**config.mk**
```make
export PLATFORM = sky130hd
export DESIGN_NAME = mem_arbiter_ctrl
export DESIGN_NICKNAME = d
export VERILOG_FILES = /design/src/rtl/mem_ctrl_pkg.sv /design/src/rtl/mem_rr_arbiter.sv /design/src/rtl/mem_arbiter_ctrl.sv
export SDC_FILE = /design/constraint.sdc
export NUM_CORES = 1
export LEC_CHECK = 0
export CAP_MARGIN = 25
export CORE_MARGIN = 2
export CORE_UTILIZATION = 30
export DETAILED_ROUTE_END_ITERATION = 8
export SYNTH_ARGS = -nofsm -noshare
export SYNTH_HDL_FRONTEND = slang
export SYNTH_SLANG_ARGS = --single-unit
export TNS_END_PERCENT = 20
```
**constraint.sdc**
```tcl
create_clock -name clk -period 2.15 [get_ports clk]
set_input_delay 0.43 -clock clk [delete_from_list [all_inputs] [get_ports clk]]
set_output_delay 0.43 -clock clk [all_outputs]
set_load 0.05 [all_outputs]
```
**src/rtl/mem_ctrl_pkg.sv**
```systemverilog
// Shared types and constants for the two-port memory sequencer/arbiter.
package mem_ctrl_pkg;

  localparam int ADDR_W = 16;
  localparam int DATA_W = 16;
  localparam logic [ADDR_W-1:0] LAST_ADDR = 16'hFFFF;

  typedef enum logic [2:0] {
    IDLE,
    READ,
    WSETUP,
    WSTROBE,
    DONE
  } state_t;

  typedef enum logic {
    GRANT_FETCH,
    GRANT_DATA
  } grant_t;

endpackage

```
**src/rtl/mem_rr_arbiter.sv**
```systemverilog
// Two-way combinational pick between fetch and data requesters.
module mem_rr_arbiter
  import mem_ctrl_pkg::*;
#(
  parameter int ROUND_ROBIN = 1
) (
  input  logic   fetch_req_i,
  input  logic   data_req_i,
  input  grant_t last_grant_i,
  output logic   valid_o,
  output grant_t grant_o
);

  // NOTE: every output gets a default first so no path through this block infers a latch.
  always_comb begin
    valid_o = fetch_req_i | data_req_i;
    grant_o = GRANT_FETCH;
    if (fetch_req_i && data_req_i) begin
      // Under contention the port that lost last time wins, unless fetch has fixed priority.
      if ((ROUND_ROBIN != 0) && (last_grant_i == GRANT_FETCH)) begin
        grant_o = GRANT_DATA;
      end
    end else if (data_req_i) begin
      grant_o = GRANT_DATA;
    end
  end

endmodule

```
**src/rtl/mem_arbiter_ctrl.sv**
```systemverilog
// Sequencer in front of the shared strobe-style memory: arbitrates fetch vs data,
// then drives registered, glitch-free read and write cycles.
module mem_arbiter_ctrl
  import mem_ctrl_pkg::*;
#(
  parameter int ROUND_ROBIN = 1,
  parameter int WAIT_STATES = 0
) (
  input  logic              clk,
  input  logic              rst,
  input  logic              fetchReq,
  input  logic [ADDR_W-1:0] fetchAddr,
  output logic              fetchAck,
  output logic              fetchErr,
  output logic [DATA_W-1:0] fetchRData,
  input  logic              dataReq,
  input  logic              dataWe,
  input  logic [ADDR_W-1:0] dataAddr,
  input  logic [DATA_W-1:0] dataWData,
  output logic              dataAck,
  output logic              dataErr,
  output logic [DATA_W-1:0] dataRData,
  output logic [ADDR_W-1:0] memAddr,
  output logic              memRe,
  output logic              memWe,
  output logic [DATA_W-1:0] memWBus,
  input  logic [DATA_W-1:0] memRBus
);

  localparam logic [2:0] LAST_WAIT = 3'(WAIT_STATES);

  state_t            state_q, state_d;
  grant_t            grant_q, grant_d;
  grant_t            last_grant_q, last_grant_d;
  logic [2:0]        wait_cnt_q, wait_cnt_d;
  logic [ADDR_W-1:0] mem_addr_q, mem_addr_d;
  logic [DATA_W-1:0] mem_wbus_q, mem_wbus_d;
  logic              mem_re_q, mem_re_d;
  logic              mem_we_q, mem_we_d;
  logic              fetch_ack_q, fetch_ack_d;
  logic              fetch_err_q, fetch_err_d;
  logic [DATA_W-1:0] fetch_rdata_q, fetch_rdata_d;
  logic              data_ack_q, data_ack_d;
  logic              data_err_q, data_err_d;
  logic [DATA_W-1:0] data_rdata_q, data_rdata_d;

  logic              arb_valid;
  grant_t            arb_grant;
  logic [ADDR_W-1:0] req_addr;
  logic              finish;
  logic              finish_err;
  grant_t            finish_grant;

  mem_rr_arbiter #(
    .ROUND_ROBIN (ROUND_ROBIN)
  ) u_arb (
    .fetch_req_i  (fetchReq),
    .data_req_i   (dataReq),
    .last_grant_i (last_grant_q),
    .valid_o      (arb_valid),
    .grant_o      (arb_grant)
  );

  always_comb begin
    state_d       = state_q;
    grant_d       = grant_q;
    last_grant_d  = last_grant_q;
    wait_cnt_d    = wait_cnt_q;
    mem_addr_d    = mem_addr_q;
    mem_wbus_d    = mem_wbus_q;
    mem_re_d      = 1'b0;
    mem_we_d      = 1'b0;
    fetch_ack_d   = 1'b0;
    fetch_err_d   = 1'b0;
    fetch_rdata_d = fetch_rdata_q;
    data_ack_d    = 1'b0;
    data_err_d    = 1'b0;
    data_rdata_d  = data_rdata_q;
    req_addr      = (arb_grant == GRANT_FETCH) ? fetchAddr : dataAddr;
    finish        = 1'b0;
    finish_err    = 1'b0;
    finish_grant  = grant_q;

    case (state_q)
      IDLE: begin
        if (arb_valid) begin
          grant_d      = arb_grant;
          last_grant_d = arb_grant;
          mem_addr_d   = req_addr;
          mem_wbus_d   = dataWData;
          wait_cnt_d   = 3'd0;
          if (req_addr == LAST_ADDR) begin
            // A word at the top byte has no second byte: complete with error, no strobes.
            state_d      = DONE;
            finish       = 1'b1;
            finish_err   = 1'b1;
            finish_grant = arb_grant;
          end else if ((arb_grant == GRANT_DATA) && dataWe) begin
            state_d = WSETUP;
          end else begin
            state_d  = READ;
            mem_re_d = 1'b1;
          end
        end
      end
      READ: begin
        if (wait_cnt_q == LAST_WAIT) begin
          state_d = DONE;
          finish  = 1'b1;
          if (grant_q == GRANT_FETCH) fetch_rdata_d = memRBus;
          else                        data_rdata_d  = memRBus;
        end else begin
          mem_re_d   = 1'b1;
          wait_cnt_d = wait_cnt_q + 3'd1;
        end
      end
      WSETUP: begin
        // Address and data have been stable for a full cycle before the strobe rises.
        state_d  = WSTROBE;
        mem_we_d = 1'b1;
      end
      WSTROBE: begin
        state_d = DONE;
        finish  = 1'b1;
      end
      DONE: begin
        state_d = IDLE;
      end
      default: begin
        state_d = IDLE;
      end
    endcase

    if (finish) begin
      if (finish_grant == GRANT_FETCH) begin
        fetch_ack_d = 1'b1;
        fetch_err_d = finish_err;
      end else begin
        data_ack_d = 1'b1;
        data_err_d = finish_err;
      end
    end
  end

  // NOTE: sequential state uses non-blocking assignments so every register samples pre-edge values.
  always_ff @(posedge clk) begin
    if (rst) begin
      state_q       <= IDLE;
      grant_q       <= GRANT_FETCH;
      last_grant_q  <= GRANT_DATA;
      wait_cnt_q    <= 3'd0;
      mem_addr_q    <= '0;
      mem_wbus_q    <= '0;
      mem_re_q      <= 1'b0;
      mem_we_q      <= 1'b0;
      fetch_ack_q   <= 1'b0;
      fetch_err_q   <= 1'b0;
      fetch_rdata_q <= '0;
      data_ack_q    <= 1'b0;
      data_err_q    <= 1'b0;
      data_rdata_q  <= '0;
    end else begin
      state_q       <= state_d;
      grant_q       <= grant_d;
      last_grant_q  <= last_grant_d;
      wait_cnt_q    <= wait_cnt_d;
      mem_addr_q    <= mem_addr_d;
      mem_wbus_q    <= mem_wbus_d;
      mem_re_q      <= mem_re_d;
      mem_we_q      <= mem_we_d;
      fetch_ack_q   <= fetch_ack_d;
      fetch_err_q   <= fetch_err_d;
      fetch_rdata_q <= fetch_rdata_d;
      data_ack_q    <= data_ack_d;
      data_err_q    <= data_err_d;
      data_rdata_q  <= data_rdata_d;
    end
  end

  assign memAddr    = mem_addr_q;
  assign memWBus    = mem_wbus_q;
  assign memRe      = mem_re_q;
  assign memWe      = mem_we_q;
  assign fetchAck   = fetch_ack_q;
  assign fetchErr   = fetch_err_q;
  assign fetchRData = fetch_rdata_q;
  assign dataAck    = data_ack_q;
  assign dataErr    = data_err_q;
  assign dataRData  = data_rdata_q;

endmodule

```
# ---- Yosys cells after proc, flatten, opt, wreduce, memory -nomap -nowiden
# Cells that the tools add are included.
# Widths: inputs -> output; s select.
dict set report op_classes {
  eq_ne 7
  reduce_logical 13
  bitwise_logic 4
  n_mux 28
  n_addsub 1
}
# cell count
set ops {}
lappend ops {{$mux 1} 17}
lappend ops {{$eq 16x16->1 const B} 1}
lappend ops {{$mux 16} 1}
lappend ops {{$mux 3} 5}
lappend ops {{$pmux 3 s4} 1}
lappend ops {{$reduce_and 3->1} 3}
lappend ops {{$eq 3x2->1 const B} 2}
lappend ops {{$logic_not 3->1} 2}
lappend ops {{$ne 2x2->1 const B} 3}
lappend ops {{$pmux 3 s2} 1}
lappend ops {{$reduce_or 3->1} 2}
lappend ops {{$reduce_and 2->1} 2}
lappend ops {{$add 3x1->3 const B} 1}
lappend ops {{$eq 3x1->1 const B} 1}
lappend ops {{$not 1->1} 3}
lappend ops {{$pmux 1 s3} 1}
lappend ops {{$logic_and 1x1->1} 2}
lappend ops {{$mux 2} 1}
lappend ops {{$pmux 1 s2} 1}
lappend ops {{$reduce_bool 2->1} 1}
lappend ops {{$reduce_or 2->1} 1}
lappend ops {{$or 1x1->1} 1}
dict set report word_totals {
  input_bits 69
  regBits 78
  elab_cells 67
}

# ---- Depth between registers and ports, before layout
# Gate-level depths: netlist of the first run.
dict set report logic_depth {
  ltp_word 9
  ltp_mapped 8
  depth_no_buf 6
}

# ---- Cells and area by module
# From an unflattened synthesis of the first run, not the netlist that was laid out.
dict set report hier_totals {
  cells_unflattened 367
  hier_area_um2 3199.3
}
# mod seq_area_each_um2 n_inst area_each_um2 cells_each
set modules_own_cells {}
lappend modules_own_cells {mem_arbiter_ctrl 1561.5 1 3185.6 365}
lappend modules_own_cells {mem_rr_arbiter 0.0 1 13.8 2}

# ---- Least setup slack after synthesis of the first run
# OpenSTA, ideal clock, no wires.
dict set report synth_timing {
  path_kind {flip-flop to flip-flop}
  startpoint {reg wait_cnt_q[0]}
  endpoint {reg data_rdata_q[10] (netlist: dataRData[10])}
  t_arrival_ns 1.570
  stages_incl_launch_ff 9
  path_slack_ns 0.452
  t_required_ns 2.022
  path_cell_list {dfxtp_1 inv_1 ha_1 nand3b_4 or4_1 buf_4 buf_6 mux2i_1 nor2_1}
}
dict set report synth_between {
  elab_chain_cells 2
}
# item line_no
set synth_rtl {}
lappend synth_rtl {{start, declared} mem_arbiter_ctrl.sv:35} ;# logic [2:0] wait_cnt_q, wait_cnt_d;
lappend synth_rtl {{start signal, assigned} mem_arbiter_ctrl.sv:166} ;# wait_cnt_q <= wait_cnt_d;
lappend synth_rtl {{$logic_not 3->1} mem_arbiter_ctrl.sv:107} ;# if (wait_cnt_q == LAST_WAIT) begin
lappend synth_rtl {{$reduce_and 3->1 (no source line)} -}
lappend synth_rtl {{end signal, assigned} mem_arbiter_ctrl.sv:176} ;# data_rdata_q <= data_rdata_d;
lappend synth_rtl {{end, declared} mem_arbiter_ctrl.sv:45} ;# logic [DATA_W-1:0] data_rdata_q, data_rdata_d;
# Every way passes these cells.
# A chain may end at the register's enable or synchronous reset.

# ---- Final worst setup path of the first run
dict set report layout_timing {
  startpoint {reg mem_addr_q[7] (netlist: memAddr[7])}
  endpoint {out memAddr[7]}
}
# item line_no
set layout_rtl {}
lappend layout_rtl {{start, declared} mem_arbiter_ctrl.sv:36} ;# logic [ADDR_W-1:0] mem_addr_q, mem_addr_d;
lappend layout_rtl {{start signal, assigned} mem_arbiter_ctrl.sv:167} ;# mem_addr_q <= mem_addr_d;
lappend layout_rtl {{end, declared} mem_arbiter_ctrl.sv:23} ;# output logic [ADDR_W-1:0] memAddr,
# No word-level cell between the ends.

==> run summary, run 1 <==
Routed WL -> 8429 um
CP Data Required Time -> 1.72 ns
CTS tree -> built
Worst setup EP type -> output port
Synth top area share -> 51.53%
Post-synthesis sequential area ratio -> 51.53%
YS warnings -> 0
CTS resizes -> 0
Multi-input logic area -> 1354 um2
RePlAce Congestion -> 0.7624
DRC -> 0
Fin. Hold Viols -> 0
Crit path max-delay family -> buffers and inverters
Startpoint types -> register
Clock Pin Slew Worst Setup and Hold Paths -> 0.08 ns
Post-Place Setup Slack -> 0.04728 ns
Post-synth EDFFs -> 0
Critical Path AT -> 1.52 ns
Fill cell total of the finished layout -> 980
Inserted Clock Buffers -> 9
Post-CTS setup buffer count -> 0
Crit-path cells -> clkdlybuf4s50_1
Setup TNS -> 0 ns
Ports -> 139
Netlist Area Pre-Place -> 3030 um2
Pins Over Slew Limit -> 0
Final setup fails -> 0
Routed wire per std cell -> 13.64 um
Worst r2r src -> wait_cnt_q[0]
Final Util -> 49.67%
Root buffer cell -> clkbuf_8
Slowest stage delay, CP -> 0.82 ns
Mapped Cells -> 339
Fmax -> 0.5123 GHz
Initial antenna violation count -> 1
Buf/Inv on CP -> 1
Area delta synth->final -> 60.20%
RSZ-0062 raised after global routing -> no
First-pass GRT wire length -> 13590 um
Syn Nets -> 410
# H-tree levels -> 3
Top-count cell post-synth -> dfxtp_1
Critical Path Start -> memAddr[7]
Die H -> 104.5 um
Max-Cap Viols -> 0
GRT Residual Overflow -> 0
Die area -> 10920 um2
Vias in the first global route -> 2828
CTS sink cnt -> 78
Via/cell ratio -> 4.584
Pleak -> 0.001907 uW
Slew @ Worst Pin -> 0.5454 ns
Total track usage -> 15.27%
Clock tree buffer depth -> 2
Outcome -> finished, final reports clean
Hold Crit Start -> rst
Post-layout minimum cycle time -> 1.952 ns
Slowest-stage cell, CP -> clkdlybuf4s50_1
Initial DRC count -> 33
Syn_area_per_cell -> 8.939 um2
Cell Pwr Density -> 945.2 nW/um2
Synth unique cells -> 30
Worst-Skew Late Latency -> 0.34 ns
Main synth FF type -> dfxtp_1
Max VDD drop -> 377.2 uV
FF+latch area -> 1562 um2
Antenna-violating nets left -> 0
Router iterations before antenna repair -> 4
Final setup margin -> 0.1981 ns
Starting Density -> 31.00%
Worst hold path class -> in -> reg
FP Rows -> 36
Synth cell count leaders -> dfxtp_1 (78), nand2_1 (68), nor2_1 (37)
Post-synth ARST share -> 0%
Horiz. Die Dim -> 104.5 um
Leading area contributor after synthesis -> dfxtp_1
CP Max Fanout -> 2
Synth Register Bits -> 78
Vias -> 2833
Port Buffers -> 138
Ranking of synthesized cells by area -> dfxtp_1 (52%), mux2i_1 (11%), nand2_1 (8.4%)
Layout Nets -> 550
Core area -> 9774 um2
Final period util -> 90.79%
DP HPWL -> 6322 um
Layout cells sized above 1 -> 7.438%
Largest net degree at the start of global routing -> 46
Relative slew slack -> 63.53%
Worst Setup Path Type -> reg -> out
Worst Clk Skew -> 0.008113 ns
Hold-fix buffers, CTS -> 0
## logic make-up (layout without fill, tap and decap cells)
group	after synthesis	after routing	synth area share, %
muxes	33	33	10.94
adders and majority gates	2	2	0.8256
buffers and inverters	30	175	4.500
xor gates and xnor gates	2	2	0.5781
and+or+nand+nor	136	136	20.31
DFF	78	78	51.53
AOI/OAI and AO/OA	58	58	11.31
other	0	1	0
## state kept, by name, summed over array words and instances, names as in the netlist, 3 cells and up
| register | flops |
|---|---|
| wait_cnt_q | 3 |
| state_q | 3 |
| memWBus | 16 |
| memAddr | 16 |
| dataRData | 16 |
| fetchRData | 16 |
## routing by layer
layer  vias to the layer above  share of wire [%]  global-route usage [%]
met3                        10                7.5                   5.263
met1                      1292                 46                   18.58
met2                        90                 46                   25.21
met5                         -                  0                       0
li1                       1441                  -                       -
met4                         0                1.2                   4.923
## cell type report
| cell class | instances | area share [%] |
|---|---|---|
| multi-input combinational | 231 | 27.89 |
| clock buffer | 10 | 2.629 |
| clock inverter | 6 | 2.268 |
| sequential | 78 | 32.16 |
| antenna | 1 | 0.05155 |
| inverter | 7 | 0.5412 |
| timing repair buffer | 152 | 31.03 |
| tap | 133 | 3.428 |
## placed cells by master (no fill, tap or decap), types with 5 or more instances in the layout
cell type,netlist,final
clkdlybuf4s50_1,0,137
dfxtp_1,78,78
nand2_1,68,68
nor2_1,37,37
a21oi_1,36,36
mux2i_1,32,32
a211oi_1,16,16
buf_4,2,12
nand4_1,10,10
clkbuf_8,0,9
inv_1,6,6
nand3b_1,5,5
## per-stage QoR
stage                     power (uW)  hold slack [ns]  instances  cell area [um2]
after global routing            4813           0.4562        617             4852
final                           4588           0.4434        618             4855
after CTS                       4644           0.4411        617             4852
after detailed placement        3326           0.4475        601             4614
after floorplan                 2719           0.4379        339             3030
after global placement          3314           0.4415        601             4614
## report_power, final
| part | leakage, uW | internal [uW] | switching [uW] |
|---|---|---|---|
| registers | 0.000638 | 1610 | 105 |
| logic | 0.00116 | 593 | 973 |
| clock network | 0.000113 | 770 | 535 |
## worst paths after layout
check / slack, ns / end / depth (start not counted)
worst min-delay path: 0.44 / memWe / 3
worst max register to register: 0.41 / dataRData[11] / 7
worst max-delay path: 0.20 / memAddr[7] / 1
worst min register to register: 0.46 / fetchRData[6] / 2
(Power assumes the default switching activity.)
==> run 2, diff against run 1 <==
GPL_ROUTABILITY_DRIVEN = 0   (was not set)
==> results of run 2 <==
Same layout as run 1: the final DEF is identical, and so are final timing and power.
